===== config.mk =====
export PLATFORM = sky130hd
export DESIGN_NAME = multisim_client_quasi_static_pull
export DESIGN_NICKNAME = d
export VERILOG_FILES = /design/src/rtl/multisim_qs_pkg.sv /design/src/rtl/multisim_qs_fifo.sv /design/src/rtl/multisim_client_quasi_static_pull.sv
export SDC_FILE = /design/constraint.sdc
export NUM_CORES = 1
export LEC_CHECK = 0
export ABC_AREA = 1
export BUFFER_PORTS_ARGS = -buffer_cell sky130_fd_sc_hd__buf_4
export CORE_UTILIZATION = 54
export CTS_BUF_LIST = sky130_fd_sc_hd__clkbuf_8 sky130_fd_sc_hd__clkbuf_16
export DETAILED_ROUTE_END_ITERATION = 12
export HOLD_SLACK_MARGIN = 0.03
export PLACE_DENSITY_LB_ADDON = 0.12
export SYNTH_ARGS = -nofsm -noshare
export SYNTH_HDL_FRONTEND = slang
export SYNTH_HIERARCHICAL = 1
export SYNTH_SLANG_ARGS = --single-unit

===== constraint.sdc =====
create_clock -name clk -period 12.35 [get_ports clk]
set_input_delay 2.47 -clock clk [delete_from_list [all_inputs] [get_ports clk]]
set_output_delay 2.47 -clock clk [all_outputs]
set_load 0.01 [all_outputs]

===== src/rtl/multisim_qs_pkg.sv =====
// Shared types and constants for the quasi-static pull client.
//   qs_state_e  : replay FSM states (QS_IDLE, QS_HOLD)
//   HOLD_CNT_W  : width of the minimum-hold counter
package multisim_qs_pkg;

  localparam int unsigned HOLD_CNT_W = 8;

  typedef enum logic [0:0] {
    QS_IDLE = 1'b0,
    QS_HOLD = 1'b1
  } qs_state_e;

endpackage


===== src/rtl/multisim_qs_fifo.sv =====
// Small synchronous FIFO buffering value updates ahead of the replay FSM.
// Ports:
//   clk, rst_n : clock, synchronous active-low reset
//   i_push     : write i_wdata (ignored when full)
//   i_pop      : drop head entry (ignored when empty)
//   o_head     : entry at the read pointer
//   o_full     : occupancy equals DEPTH
//   o_empty    : occupancy is zero
//   o_level    : current occupancy, 0..DEPTH
module multisim_qs_fifo #(
  parameter int unsigned DATA_WIDTH = 64,
  parameter int unsigned DEPTH      = 4
) (
  input  logic                    clk,
  input  logic                    rst_n,
  input  logic                    i_push,
  input  logic [DATA_WIDTH-1:0]   i_wdata,
  input  logic                    i_pop,
  output logic [DATA_WIDTH-1:0]   o_head,
  output logic                    o_full,
  output logic                    o_empty,
  output logic [$clog2(DEPTH):0]  o_level
);

  localparam int unsigned AW = $clog2(DEPTH);
  localparam int unsigned LW = AW + 1;

  logic [DATA_WIDTH-1:0] r_mem [DEPTH];
  logic [AW-1:0]         r_wr_ptr;
  logic [AW-1:0]         r_rd_ptr;
  logic [LW-1:0]         r_level;
  logic                  r_full;
  logic                  r_empty;
  logic [LW-1:0]         w_level_nxt;
  logic                  w_push;
  logic                  w_pop;

  assign w_push = i_push && !r_full;
  assign w_pop  = i_pop && !r_empty;

  // Next occupancy; simultaneous push and pop leave it unchanged.
  always_comb begin
    w_level_nxt = r_level;
    case ({w_push, w_pop})
      2'b10:   w_level_nxt = r_level + LW'(1);
      2'b01:   w_level_nxt = r_level - LW'(1);
      default: w_level_nxt = r_level;
    endcase
  end

  // Pointers wrap naturally since DEPTH is a power of two.
  always_ff @(posedge clk) begin
    if (!rst_n) begin
      r_wr_ptr <= '0;
      r_rd_ptr <= '0;
      r_level  <= '0;
      r_full   <= 1'b0;
      r_empty  <= 1'b1;
    end else begin
      if (w_push) r_wr_ptr <= r_wr_ptr + AW'(1);
      if (w_pop)  r_rd_ptr <= r_rd_ptr + AW'(1);
      r_level <= w_level_nxt;
      r_full  <= (w_level_nxt == LW'(DEPTH));
      r_empty <= (w_level_nxt == '0);
    end
  end

  // Storage needs no reset; occupancy flags gate every read.
  always_ff @(posedge clk) begin
    if (w_push) r_mem[r_wr_ptr] <= i_wdata;
  end

  assign o_head  = r_mem[r_rd_ptr];
  assign o_full  = r_full;
  assign o_empty = r_empty;
  assign o_level = r_level;

endmodule


===== src/rtl/multisim_client_quasi_static_pull.sv =====
// Receive side of the quasi-static channel: buffers value updates from a
// valid/ready stream and replays them onto a held output bus, keeping each
// value for at least MIN_HOLD+1 cycles.
// Optional feature macro: MULTISIM_QS_DEDUP_EN (drop words equal to the
// previously accepted word).
// Ports:
//   clk, rst_n  : clock, synchronous active-low reset
//   in_vld      : upstream word valid
//   in_rdy      : block can accept a word (FIFO not full)
//   in_data     : upstream word
//   data        : quasi-static held value
//   data_upd    : one-cycle pulse when data takes a new FIFO word
//   fifo_level  : current FIFO occupancy
module multisim_client_quasi_static_pull
  import multisim_qs_pkg::*;
#(
  parameter int unsigned          DATA_WIDTH  = 64,
  parameter int unsigned          DEPTH       = 4,
  parameter int unsigned          MIN_HOLD    = 0,
  parameter logic [DATA_WIDTH-1:0] RESET_VALUE = '0
) (
  input  logic                    clk,
  input  logic                    rst_n,
  input  logic                    in_vld,
  output logic                    in_rdy,
  input  logic [DATA_WIDTH-1:0]   in_data,
  output logic [DATA_WIDTH-1:0]   data,
  output logic                    data_upd,
  output logic [$clog2(DEPTH):0]  fifo_level
);

  qs_state_e              r_state;
  logic [HOLD_CNT_W-1:0]  r_hold_cnt;
  logic [DATA_WIDTH-1:0]  r_data;
  logic                   r_data_upd;

  logic                   w_accept;
  logic                   w_write;
  logic                   w_pop;
  logic                   w_full;
  logic                   w_empty;
  logic [DATA_WIDTH-1:0]  w_head;
  logic [$clog2(DEPTH):0] w_level;

  assign w_accept = in_vld && in_rdy;

`ifdef MULTISIM_QS_DEDUP_EN
  // Last accepted word; repeats complete the handshake but are not stored.
  logic [DATA_WIDTH-1:0] r_last;

  always_ff @(posedge clk) begin
    if (!rst_n)        r_last <= RESET_VALUE;
    else if (w_accept) r_last <= in_data;
  end

  assign w_write = w_accept && (in_data != r_last);
`else
  assign w_write = w_accept;
`endif

  // Pop only from IDLE; the head is captured into data on the same edge.
  assign w_pop = (r_state == QS_IDLE) && !w_empty;

  multisim_qs_fifo #(
    .DATA_WIDTH (DATA_WIDTH),
    .DEPTH      (DEPTH)
  ) u_fifo (
    .clk     (clk),
    .rst_n   (rst_n),
    .i_push  (w_write),
    .i_wdata (in_data),
    .i_pop   (w_pop),
    .o_head  (w_head),
    .o_full  (w_full),
    .o_empty (w_empty),
    .o_level (w_level)
  );

  // Replay FSM: IDLE pops and updates, HOLD counts down the minimum hold.
  always_ff @(posedge clk) begin
    if (!rst_n) begin
      r_state    <= QS_IDLE;
      r_hold_cnt <= '0;
      r_data     <= RESET_VALUE;
      r_data_upd <= 1'b0;
    end else begin
      r_data_upd <= 1'b0;
      case (r_state)
        QS_IDLE: begin
          if (!w_empty) begin
            r_data     <= w_head;
            r_data_upd <= 1'b1;
            r_hold_cnt <= HOLD_CNT_W'(MIN_HOLD);
            r_state    <= (MIN_HOLD != 0) ? QS_HOLD : QS_IDLE;
          end
        end
        QS_HOLD: begin
          if (r_hold_cnt == HOLD_CNT_W'(1)) begin
            r_hold_cnt <= '0;
            r_state    <= QS_IDLE;
          end else begin
            r_hold_cnt <= r_hold_cnt - HOLD_CNT_W'(1);
          end
        end
        default: r_state <= QS_IDLE;
      endcase
    end
  end

  // Ready depends only on registered occupancy, never on in_vld.
  assign in_rdy     = !w_full;
  assign data       = r_data;
  assign data_upd   = r_data_upd;
  assign fifo_level = w_level;

endmodule


### Word-level counts from Yosys, hierarchy flattened

Memories as Yosys holds them, arrays and structs flattened. A register that Yosys moved wholly into a read port is not among the register bits.
Index checks and enable logic that the tools add are counted.

| cells by class | value |
|---|---|
| reductions and logical operators | 10 |
| mux-type cells | 9 |
| eq/ne operators | 5 |
| bitwise operators | 3 |
| $add $sub $neg | 5 |

Operators with widths:

| operator | number |
|---|---|
| two-way mux 8 bit | 2 |
| case mux 8 bit (2 select lines) | 1 |
| equality test 8 x 1 -> 1 bit (second input constant) | 1 |
| subtractor 8 x 1 -> 8 bit (second input constant) | 1 |
| case mux 3 bit (2 select lines) | 1 |
| adder 2 x 1 -> 2 bit (second input constant) | 2 |
| logical AND 1 bit | 4 |
| two-way mux 1 bit | 4 |
| adder 3 x 1 -> 3 bit (second input constant) | 1 |
| equality test 3 bit (second input constant) | 1 |
| zero test 1 bit | 3 |
| zero test 3 bit | 1 |
| inverter 1 bit | 3 |
| subtractor 3 x 1 -> 3 bit (second input constant) | 1 |
| equality test 2 x 1 -> 1 bit (second input constant) | 1 |
| equality test 2 bit (second input constant) | 1 |
| != test 2 bit (second input constant) | 1 |
| case mux 1 bit (2 select lines) | 1 |
| AND reduction 2 bit | 1 |
| OR reduction 2 bit | 1 |

| word-level totals | value |
|---|---|
| RAM bits | 256 |
| memories kept | 1 |
| word-level logic and storage cells | 41 |
| register bits | 19 |
| input port bits | 67 |

Memories:

| memory | words | width | rd ports | clocked after Yosys merged registers in | wr ports | line | RTL |
|---|---|---|---|---|---|---|---|
| u_fifo.r_mem | 4 | 64 | 1 | 1 | 1 | multisim_qs_fifo.sv:28 | `logic [DATA_WIDTH-1:0] r_mem [DEPTH];` |

### Logic depth before layout (Yosys ltp)

| logic depth | value |
|---|---|
| word-level depth | 6 |
| depth in mapped cells | 15 |
| gate-level depth less buffers | 13 |

### Hierarchy

The synthesis kept the hierarchy.

Modules (own cells, without submodules):

| module | instances | area an instance (um^2) | seq. area each (um^2) | cells an instance |
|---|---|---|---|---|
| multisim_qs_fifo | 1 | 10012.1 | 7907.6 | 687 |
| multisim_client_quasi_static_pull | 1 | 2773.9 | 1481.4 | 357 |

### Worst setup path before layout

No wires, ideal clock.

| timing path | value |
|---|---|
| path type | input port to flip-flop |
| start | input in_vld |
| end | memory u_fifo.r_mem[0][0], enable pin |
| cell stages on the path | 4 |
| arrival time | 5427 ps |
| setup slack | 6437 ps |
| setup time | 487 ps |
| path through | inv_1 > nor2_1 > nand2_1 > nor2_1 |

| between the ends | value |
|---|---|
| word-level cells in the longest chain between the ends | 4 |

RTL lines:

| item | line | RTL |
|---|---|---|
| start: declaration | multisim_client_quasi_static_pull.sv:24 | `input logic in_vld,` |
| logical AND 1 bit | multisim_client_quasi_static_pull.sv:45 | `assign w_accept = in_vld && in_rdy;` |
| net w_accept | multisim_client_quasi_static_pull.sv:37 | `logic w_accept;` |
| logical AND 1 bit | multisim_qs_fifo.sv:38 | `assign w_push = i_push && !r_full;` |
| two-way mux 1 bit | multisim_qs_fifo.sv:70 | `if (w_push) r_mem[r_wr_ptr] <= i_wdata;` |
| two-way mux 1 bit (not written as such) | multisim_qs_fifo.sv:70 |  |
| end: declaration | multisim_qs_fifo.sv:28 |  |

The timed path passes the listed nets, and every way through them passes these cells.

### Worst setup path after layout

| timing path | value |
|---|---|
| start | input in_vld |
| end | memory u_fifo.r_mem[2][26], enable pin |

Same word-level chain as after synthesis.

==> summary.md <==
| Metric | Value |
|---|---|
| Status | `completed` |
| Worst-path maximum fanout | `60` |
| Post-synthesis mux area share | `0` |
| Leakage Power | `between 5 and 6 nW` |
| Drt first-iter violations | `575` |
| CP arrival | `4.09 ns` |
| WHS | `between 0.4 and 0.5 ns` |
| Adder-cell share of the synthesized area | `0.00842` |
| Simple-gate share of the synthesized area | `0.0944` |
| H-tree levels | `2` |
| Hold_buf cts | `0` |
| Mapped Nets | `approximately 1100` |
| Hold depth | `1` |
| First-pass GRT wire length | `41.1 mm` |
| Worst hold path type | `reg2reg` |
| Clk_lat worst skew | `0.50 ns` |
| Initial core utilization | `0.558` |
| Yosys cell types | `24` |
| Port Buffer Count | `135` |
| RSZ-0062 raised after global routing | `false` |
| Worst slew pin tran | `around 1.2 ns` |
| Slew headroom | `0.196` |
| Final setup fails | `0` |
| TritonCTS buffer count | `34` |
| Layout Cells excl Fill | `roughly 1500` |
| Yosys top cell area share | `0.601` |
| Via Count | `8097` |
| Clock skew | `around 0.013 ns` |
| Setup crit end kind | `flop` |
| Synthesized area | `~0.013 sq mm` |
| Initial antenna violation count | `0` |
| HPWL after DPL | `between 10 and 15 mm` |
| I/O Pins | `between 100 and 150` |
| Largest net degree at the start of global routing | `120` |
| Via density | `5.39` |
| Vias in the first global route | `approximately 7800` |
| Placed cells | `roughly 1400` |
| CTS max path bufs | `3` |
| Minimum clock period | `between 3 and 4 ns` |
| Router iterations before antenna repair | `5` |
| Commonest non-fill, non-tap cell in the layout | `nor2_1` |
| CTS Root Buffer Type | `clkbuf_16` |
| Synth Instances | `1044` |
| Final Wtd Congestion | `roughly 0.8` |
| Synth Area in Compound Gates | `0.114` |
| Startpoint Class | `input port` |
| Rows | `55` |
| Share of layout cells above drive strength 1 | `0.167` |
| Final hold violations | `0` |
| Required @ worst endpoint | `12.46 ns` |
| Final antenna-violating net count | `0` |
| Total Neg Setup Slack | `0 ns` |
| Leading post-synthesis cells by cell area | `edfxtp_1, dfxtp_1, nor2_1, o21ai_0, o22ai_1` |
| Critical path class | `in2reg` |
| Max_cap viols | `0` |
| Post-CTS Setup Bufs | `0` |
| Die X | `~160 um` |
| Tcrit/Tclk final | `0.322` |
| Nets | `around 1200` |
| Largest family of logic cells by synthesized area | `compound AO/OA/AOI/OAI gates` |
| Core ar. | `around 0.023 sq mm` |
| DIE AREA | `~0.024 sq mm` |
| Chip height | `~160 um` |
| Routed WL | `~26 mm` |
| CTS resizes | `0` |
| P&R area growth vs syn | `16.8%` |
| Routed len/inst | `roughly 17 um` |
| Area leader, netlist | `edfxtp_1` |
| FF-to-FF path depth | `6` |
| Pwr dens | `roughly 210 mW/mm^2` |
| Syn. warnings | `6` |
| CTS sink cnt | `341` |
| Mean area per synthesized cell | `12.2 sq um` |
| Sequential area share after synthesis | `0.734` |
| Maximum VDD drop | `107 uV` |
| CTS clock-pin slew for the worst setup and hold paths | `0.06 ns` |
| GR Overflow Total | `0` |
| # diodes | `0` |
| Flops & latches, synth | `341` |
| CTS tree | `built` |
| All-layer global routing usage | `0.219` |
| XOR/XNOR share of the synthesized area | `0.00274` |
| Commonest cells after routing, fill and taps aside | `nor2_1, edfxtp_1, buf_4` |
| Fin. max-slew vios | `0` |
| Fmax | `roughly 0.25 GHz` |
| DRC Markers | `0` |
-- worst paths after layout --
path                              startpoint                              end  slack (ns)
max                                   in_vld    u_fifo/r_mem[2][26]$_DFFE_PP_        8.38
min          u_fifo/r_rd_ptr[0]$_SDFFE_PN0N_  u_fifo/r_rd_ptr[0]$_SDFFE_PN0N_        0.49
max reg2reg               r_state$_SDFF_PN0_            data[36]$_SDFFE_PN0P_        9.94
min reg2reg  u_fifo/r_rd_ptr[0]$_SDFFE_PN0N_  u_fifo/r_rd_ptr[0]$_SDFFE_PN0N_        0.49
-- power by group --
part / switching (mW) / internal, mW
combinational: 0.434 / 0.241
clock: 0.398 / 0.570
sequential: 0.0668 / 1.41
total: 0.899 / 2.22
-- cell families (layout without fill, tap and decap cells) --
kind of cell    Yosys count  count (layout)
flops                   341             341
buf+inv                  98             243
compound gates          275             275
simple gates            318             318
fa+ha+maj                 8               8
xor+xnor                  4               4
-- per-layer routing --
| layer | vias up | wire [um] | track usage |
|---|---|---|---|
| met5 | - | 0 | 0 |
| met4 | 0 | 415 | 0.0626 |
| met3 | 35 | 1320 | 0.0356 |
| met2 | 201 | 12600 | 0.364 |
| met1 | 3925 | 11800 | 0.300 |
| li1 | 3936 | - | - |
-- metrics by stage --
stage	total power [mW]	worst slack (ns)	util	area [sq um]
floorplan	1.95	6.44	-	12800
global placement	2.16	7.90	0.605	13900
detailed placement	2.18	7.87	0.605	13900
CTS	3.14	8.41	0.651	14900
global route	3.28	8.20	0.651	14900
finish	3.12	8.38	0.651	14900
-- flip-flops by register name (all words and copies together), names as in the netlist, named ones only --
name             cells
u_fifo/r_mem       256
r_hold_cnt           8
u_fifo/o_level       3
u_fifo/r_rd_ptr      2
data_upd             1
u_fifo/r_wr_ptr      2
u_fifo/o_full        1
data                64
u_fifo/o_empty       1
r_state              1
-- final cells by class --
cell class | instances | area, sq um
fill | 1773 | 7990
inverter | 36 | 138
sequential | 341 | 9390
clock buffer | 39 | 953
tap | 313 | 392
multi-input combinational | 605 | 2850
clock inverter | 23 | 118
timing repair buffer | 145 | 1090
-- cell usage after synthesis --
cell and instances:
nand4_1 2, nor2_2 1, nor2_1 275, xnor2_1 1
a21oi_1 8, o32ai_1 1, buf_6 25, nand3_1 5
fa_1 1, xor2_1 3, o21ai_0 137, dfxtp_1 85
nand2_1 35, edfxtp_1 256, inv_1 33, ha_1 7
clkbuf_1 24, o21ai_1 65, buf_4 6, clkbuf_2 3
clkinv_1 1, inv_2 2, o22ai_1 64, buf_2 4
-- worst max-delay path, stage by stage --
cell and delay, ns:
buf_4 0.07, inv_1 0.03, nor2_1 0.08, nand2_1 0.34, nor2_4 0.27, buf_4 0.72
Power figures use the tool's default switching activity.
